===== config.mk =====
export PLATFORM = sky130hd
export DESIGN_NAME = universal_ff_reg
export DESIGN_NICKNAME = d
export VERILOG_FILES = /design/src/rtl/uff_pkg.sv /design/src/rtl/uff_cell.sv /design/src/rtl/universal_ff_reg.sv
export SDC_FILE = /design/constraint.sdc
export NUM_CORES = 1
export LEC_CHECK = 0
export ABC_AREA = 1
export ABC_CLOCK_PERIOD_IN_PS = 2300
export CORE_ASPECT_RATIO = 1.2
export CORE_UTILIZATION = 48
export DETAILED_ROUTE_END_ITERATION = 6
export PLACE_DENSITY_LB_ADDON = 0.12
export SYNTH_ARGS = -nofsm -noshare
export SYNTH_HDL_FRONTEND = slang
export SYNTH_SLANG_ARGS = --single-unit

===== constraint.sdc =====
create_clock -name clk -period 2.3 [get_ports clk]
set_input_delay 0.575 -clock clk [delete_from_list [all_inputs] [get_ports clk]]
set_output_delay 0.575 -clock clk [all_outputs]
set_load 0.02 [all_outputs]

===== src/rtl/uff_pkg.sv =====
// ============================================================================
// Module : uff_pkg
// Brief  : Shared mode encodings, S=R=1 policy constants and SR resolution
//          helper for the universal flip-flop register.
// Rev    : 1.0  initial release
// ============================================================================
`default_nettype none

package uff_pkg;

    typedef enum logic [1:0] {
        MODE_SR = 2'b00,
        MODE_JK = 2'b01,
        MODE_D  = 2'b10,
        MODE_T  = 2'b11
    } uff_mode_e;

    localparam int POL_HOLD = 0;
    localparam int POL_SET  = 1;
    localparam int POL_RST  = 2;

    // Next state of one SR bit; the S=R=1 case is resolved by the static policy.
    function automatic logic sr_next(input logic q, input logic s, input logic r,
                                     input int policy);
        logic nxt;
        nxt = q;
        case ({s, r})
            2'b10:   nxt = 1'b1;
            2'b01:   nxt = 1'b0;
            2'b11: begin
                if (policy == POL_SET)
                    nxt = 1'b1;
                else if (policy == POL_RST)
                    nxt = 1'b0;
                else
                    nxt = q;
            end
            default: nxt = q;
        endcase
        return nxt;
    endfunction

endpackage

`default_nettype wire


===== src/rtl/uff_cell.sv =====
// ============================================================================
// Module : uff_cell
// Brief  : One bit of the universal register: SR/JK/D/T next-state function,
//          the storage flop and a per-bit S=R=1 collide flag.
// Rev    : 1.0  initial release
// ============================================================================
`default_nettype none

module uff_cell
    import uff_pkg::*;
#(
    parameter logic RESET_BIT  = 1'b0,
    parameter int   ILL_POLICY = POL_HOLD
) (
    input  logic       clk,
    input  logic       rst_n,
    input  logic       en,
    input  logic [1:0] mode,
    input  logic       a,
    input  logic       b,
    output logic       q,
    output logic       qbar,
    output logic       collide
);

    logic r_q;
    logic w_d;

    always_comb begin
        w_d = r_q;
        if (en) begin
            case (uff_mode_e'(mode))
                MODE_SR: w_d = sr_next(r_q, a, b, ILL_POLICY);
                MODE_JK: w_d = (a & ~r_q) | (~b & r_q);
                MODE_D:  w_d = a;
                MODE_T:  w_d = r_q ^ a;
                default: w_d = r_q;
            endcase
        end
    end

    always_ff @(posedge clk or negedge rst_n) begin
        if (!rst_n)
            r_q <= RESET_BIT;
        else
            r_q <= w_d;
    end

    // qbar is derived from the flop so it can never equal q, even in reset.
    assign q       = r_q;
    assign qbar    = ~r_q;
    assign collide = en & (mode == MODE_SR) & a & b;

endmodule

`default_nettype wire


===== src/rtl/universal_ff_reg.sv =====
// ============================================================================
// Module : universal_ff_reg
// Brief  : WIDTH-bit edge-triggered SR/JK/D/T register with illegal S=R=1
//          detection, a sticky flag and a saturating error counter.
// Rev    : 1.0  initial release
// ============================================================================
`default_nettype none

module universal_ff_reg
    import uff_pkg::*;
#(
    parameter int               WIDTH      = 8,
    parameter logic [WIDTH-1:0] RESET_VAL  = '0,
    parameter int               ILL_POLICY = POL_HOLD,
    parameter int               CNT_W      = 8
) (
    input  logic             clk,
    input  logic             rst_n,
    input  logic             en,
    input  logic [1:0]       mode,
    input  logic [WIDTH-1:0] a,
    input  logic [WIDTH-1:0] b,
    input  logic             cnt_clr,
    output logic [WIDTH-1:0] q,
    output logic [WIDTH-1:0] qbar,
    output logic             illegal,
    output logic             illegal_sticky,
    output logic [CNT_W-1:0] err_cnt
);

    localparam logic [CNT_W-1:0] C_CNT_MAX = '1;

    logic [WIDTH-1:0] w_collide;
    logic             w_collide_any;
    logic             r_illegal;
    logic             r_sticky;
    logic [CNT_W-1:0] r_err_cnt;

    for (genvar i = 0; i < WIDTH; i++) begin : g_cell
        uff_cell #(
            .RESET_BIT  (RESET_VAL[i]),
            .ILL_POLICY (ILL_POLICY)
        ) u_cell (
            .clk     (clk),
            .rst_n   (rst_n),
            .en      (en),
            .mode    (mode),
            .a       (a[i]),
            .b       (b[i]),
            .q       (q[i]),
            .qbar    (qbar[i]),
            .collide (w_collide[i])
        );
    end

    // One event per edge no matter how many bits collide.
    assign w_collide_any = |w_collide;

    always_ff @(posedge clk or negedge rst_n) begin
        if (!rst_n) begin
            r_illegal <= 1'b0;
            r_sticky  <= 1'b0;
            r_err_cnt <= '0;
        end else begin
            r_illegal <= w_collide_any;
            // Clear has priority over a same-edge illegal event; the pulse itself still fires.
            if (cnt_clr) begin
                r_sticky  <= 1'b0;
                r_err_cnt <= '0;
            end else if (w_collide_any) begin
                r_sticky <= 1'b1;
                if (r_err_cnt != C_CNT_MAX)
                    r_err_cnt <= r_err_cnt + 1'b1;
            end
        end
    end

    assign illegal        = r_illegal;
    assign illegal_sticky = r_sticky;
    assign err_cnt        = r_err_cnt;

endmodule

`default_nettype wire


# [Word level (Yosys, flattened, before mapping)]
# Index checks and enable logic that the tools add are counted.
[word_totals] register_bits=18 inputBits=22 wordCells=139
[classes] n_addsub=1 n_eq_ne=28 mux=21 n_bitwise=65 n_reduce_logical=13
[op_table] operator="$and A1 B1 Y1" n=33
[op_table] operator="$pmux W1 S4" n=8
[op_table] operator="$mux W8" n=3
[op_table] operator="$ne A3 B1 Y1 const B" n=7
[op_table] operator="$eq A2 B2 Y1 const B" n=10
[op_table] operator="$eq A2 B1 Y1 const B" n=9
[op_table] operator="$reduce_and A2 Y1" n=9
[op_table] operator="$not A1 Y1" n=16
[op_table] operator="$pmux W1 S2" n=8
[op_table] operator="$add A8 B1 Y8 const B" n=1
[op_table] operator="$ne A8 B8 Y1 const B" n=1
[op_table] operator="$or A1 B1 Y1" n=8
[op_table] operator="$reduce_or A8 Y1" n=1
[op_table] operator="$xor A1 B1 Y1" n=8
[op_table] operator="$reduce_bool A2 Y1" n=2
[op_table] operator="$ne A3 B3 Y1 const B" n=1
[op_table] operator="$logic_not A2 Y1" n=1
[op_table] operator="$mux W1" n=2

# [Logic depth before layout (Yosys ltp)]
[logic_depth] word_depth=7 depth_mapped=9 ltp_nobuf=9

# [By module]
# Synthesis repeated with hierarchy kept, for this count alone.
[hier_totals] cells_unflattened=283 hier_area_um2=1662.8
[modules_own_cells] module="uff_cell at g_cell[1].u_cell ..." n_inst=7 cells_each=24 area_per_inst_um2=128.9 seq_area_each_um2=25.0
[modules_own_cells] module="universal_ff_reg" n_inst=1 cells_each=90 area_per_inst_um2=629.4 seq_area_each_um2=250.2
[modules_own_cells] module="uff_cell at g_cell[0].u_cell" n_inst=1 cells_each=25 area_per_inst_um2=131.4 seq_area_each_um2=25.0

# [Least setup slack after synthesis]
# OpenSTA, ideal clock, no wires.
[synth_path] path_type="reg2reg" from="register r_err_cnt[0] (netlist: err_cnt[0])" to="register r_err_cnt[2] (netlist: err_cnt[2])" setup_ps=117 arrival_time_ps=1298 path_slack_ps=885 path_stages_with_launch=9 path_buffers=0 synth_period_minus_slack_ps=1415 path_cell_list="dfrtp_1 > ha_1 > nand2_1 > inv_2 > nand3_1 > nand3_4 > nand2_4 > nand2_1 > nand2_1"
[synth_via] elab_chain_cells=4 elab_cells_between_ends=7 classes_between="add/sub: 1; eq/ne: 1; mux: 3; reduce/logical: 2"
[synth_lines] element="start, declared" line="universal_ff_reg.sv:37" source="logic [CNT_W-1:0] r_err_cnt;"
[synth_lines] element="start signal, assigned" line="universal_ff_reg.sv:73" source="r_err_cnt <= r_err_cnt + 1'b1;"
[synth_lines] element="$add A8 B1 Y8" line="universal_ff_reg.sv:73"
[synth_lines] element="$mux W8" line="universal_ff_reg.sv:72" source="if (r_err_cnt != C_CNT_MAX)"
[synth_lines] element="$mux W8" line="universal_ff_reg.sv:70" source="end else if (w_collide_any) begin"
[synth_lines] element="$mux W8" line="universal_ff_reg.sv:67" source="if (cnt_clr) begin"
# Parallel ways exist; a longest one is shown, timed or not. The select of a mux whose other input is x is not followed.
# A chain may end at the register's enable or synchronous reset.

# [Final worst setup path]
[layout_path] from="register r_err_cnt[5] (netlist: err_cnt[5])" to="output err_cnt[5]"
[layout_rtl] element="end, declared" line="universal_ff_reg.sv:28" source="output logic [CNT_W-1:0] err_cnt"
# No word-level cell between the ends.

==> metrics <==
Max VDD drop between 0.3 and 0.4 mV; Worst setup SP type flop; pwr dens between 500 and 600 nW/um^2; final worst path period share between 80% and 90%; Max Root-Sink Buffers 2; GP Congestion roughly 0.85; Clock Latency Late Sink 0.29 ns; post-CTS sizing 0; Max Fanout on Critical Path 8; hold path cells 2; Nets 258; Synth top area share roughly a third; DRT Pass-1 Iters 4; max-cap violation count 0; Post-Syn Nets 223; Final Util between 60% and 70%; CP delay by family, top buffers and inverters; crit-path cells clkdlybuf4s50_1; hold slack just over 0.5 ns; NetSw roughly 0.32 mW; largest net degree at the start of global routing 19; Chip Height between 60 and 70 um; initial drt markers 40; Worst path depth 1; Ports 48; Fill cells around 230; Clock Power Share 20.3%; hold crit path type flop to flop; Max Freq roughly 500 MHz; TNS Setup 0 ns; synthesized area around 1400 um^2; htree depth 1; Tot Pwr around 0.95 mW; setup ws final 0.2787 ns; clock slew at reported path FFs ~0.10 ns; Final Hold Fails 0; worst slew pin tran about 0.36 ns; port bufs between 40 and 50; Post-DRT Antenna Nets 0; first-pass GRT wire length approximately 5100 um; Synth area leaders dfrtp_1 33%, nand2_1 15%, buf_4 8.8%; total setup buffers inserted after CTS 0; GR Overflow Total 0; # clock sinks 18; Clock Skew 0.001484 ns; vias in the first global route approximately 1200; syn_area_per_cell between 6 and 7 um^2; Post-Synthesis Cells 200; Post-Place Worst Slack about 0.24 ns; Pins Over Slew Limit 0; sequential fraction of the synthesis area about a third; final setup fails 0; flip-flop and latch area approximately 450 um^2; FF-to-FF path depth 8; Hold Crit Start illegal_sticky; number of cell rows 20; worst flop-to-flop path startpoint err_cnt[0]; antenna violations before repair 0; Synth Warn # 0; CTS root buf clkbuf_4; Comb power frac about two fifths; DRC Markers 0; Synth area leader dfrtp_1; CTS tree built; CP max stage delay between 0.6 and 0.7 ns; crit path buf inv count 1; area added between synthesis and finish 31.24%; element type at the critical path end primary output; Total GRT Usage about 22%; CP arrival around 1.5 ns; Flop pwr share 40.3%; RSZ-0062 raised after global routing false; status finished clean; post-DR wirelength/cell 11.46 um; area of the die ~3000 um^2; #FFs+latches synth 18; via count around 1400; area of the multi-input gates approximately 640 um^2; hold-fix buffer count after cts 0; n_diodes 0; Die X 50.55 um; Vias/cell 5.120; Net Sw Frac between 30% and 40%; Rel. slew slack about 76%; critical path type flop to primary output; DPL Wire Length 2480 um; leakage power 0.8635 nW; core area ~2600 um^2; routed wire length 3059 um; fraction of layout cells with a size suffix above 1 ~6.4%; clock period minus worst slack slightly above 2 ns; slowest CP cell clkdlybuf4s50_1; Initial Util 52.16%; Synth cell types 25; internal power around 0.62 mW; total CTS buffers 3; Critical Path RT between 1.5 and 2 ns; CP startpoint err_cnt[5]
layout by cell type, fill, tap and decap left out:
master,n
nand3_4,1
clkbuf_4,3
nand4_1,1
nor3_1,1
o211ai_1,4
nor3b_1,1
nor2_1,14
clkinv_1,1
o221ai_1,4
a21boi_0,3
nand3_1,16
xor2_1,1
inv_2,5
dfrtp_1,18
nand2_1,56
o21bai_1,1
ha_1,1
buf_4,2
o21ai_0,1
o21ai_1,12
a21oi_1,10
nor2_4,2
clkbuf_8,1
clkdlybuf4s50_1,47
inv_1,27
nand2_4,1
cell families (layout without fill, tap and decap cells):
kind of cell | after synthesis | after routing | share of synthesized area (%)
simple gates | 93 | 93 | 30.42
buf+inv | 52 | 86 | 19.36
compound gates | 35 | 35 | 15.48
flops | 18 | 18 | 33.18
fa+ha+maj | 1 | 1 | 0.9215
xor+xnor | 1 | 1 | 0.6453
state kept, by name (all words and copies together), names as in the netlist:
name / count
err_cnt: 8
g_cell.u_cell.q: 8
illegal: 1
illegal_sticky: 1
worst paths after layout:
kind / endpoint / slack [ns]
min in group asynchronous: g_cell[6].u_cell.q / 0.60
worst max-delay path: err_cnt[5] / 0.28
worst max register to register: err_cnt[4] / 0.84
worst min-delay path: illegal_sticky / 0.51
max in group asynchronous: g_cell[2].u_cell.q / 1.50
worst min register to register: illegal_sticky / 0.51
cell usage after synthesis:
library cell	number
nand2_1	56
buf_4	16
o21ai_1	12
ha_1	1
buf_6	1
nor2_1	14
nor3_1	1
nor2_4	2
inv_2	5
clkbuf_1	2
nand4_1	1
nand2_4	1
nor3b_1	1
o211ai_1	4
xor2_1	1
nand3_1	16
o221ai_1	4
clkinv_1	1
o21ai_0	1
a21oi_1	10
inv_1	27
dfrtp_1	18
a21boi_0	3
o21bai_1	1
nand3_4	1
layer usage:
layer / routed length (um) / global-route usage (%) / vias up / share of wire [%]
met5: 0 / 0 / - / 0
met4: 27 / 7.143 / 0 / 0.88
met3: 177 / 3.817 / 4 / 5.8
met2: 1551 / 41.52 / 48 / 51
met1: 1301 / 25.28 / 627 / 43
li1: - / - / 688 / -
final cells by class:
type | count | share of cell area, %
clock buffers | 4 | 2.037
inverters | 33 | 6.952
multi-input cells | 130 | 36.17
flip-flops and latches | 18 | 25.28
well taps | 33 | 2.317
repair buffers | 49 | 27.25
metrics by stage:
step	instance area, um^2	cells
2_1_floorplan	1358	200
3_3_place_gp	1745	263
3_5_place_dp	1745	263
4_1_cts	1782	267
5_1_grt	1782	267
6_report	1782	267
power by group through the flow:
stage               clock network [mW]  registers, mW  logic [mW]
floorplan                            0          0.391       0.247
global placement                     0          0.385       0.370
detailed placement                   0          0.387       0.375
CTS                              0.198          0.381       0.376
global route                     0.219          0.386       0.405
finish                           0.192          0.381       0.372
(Power assumes the default switching activity.)
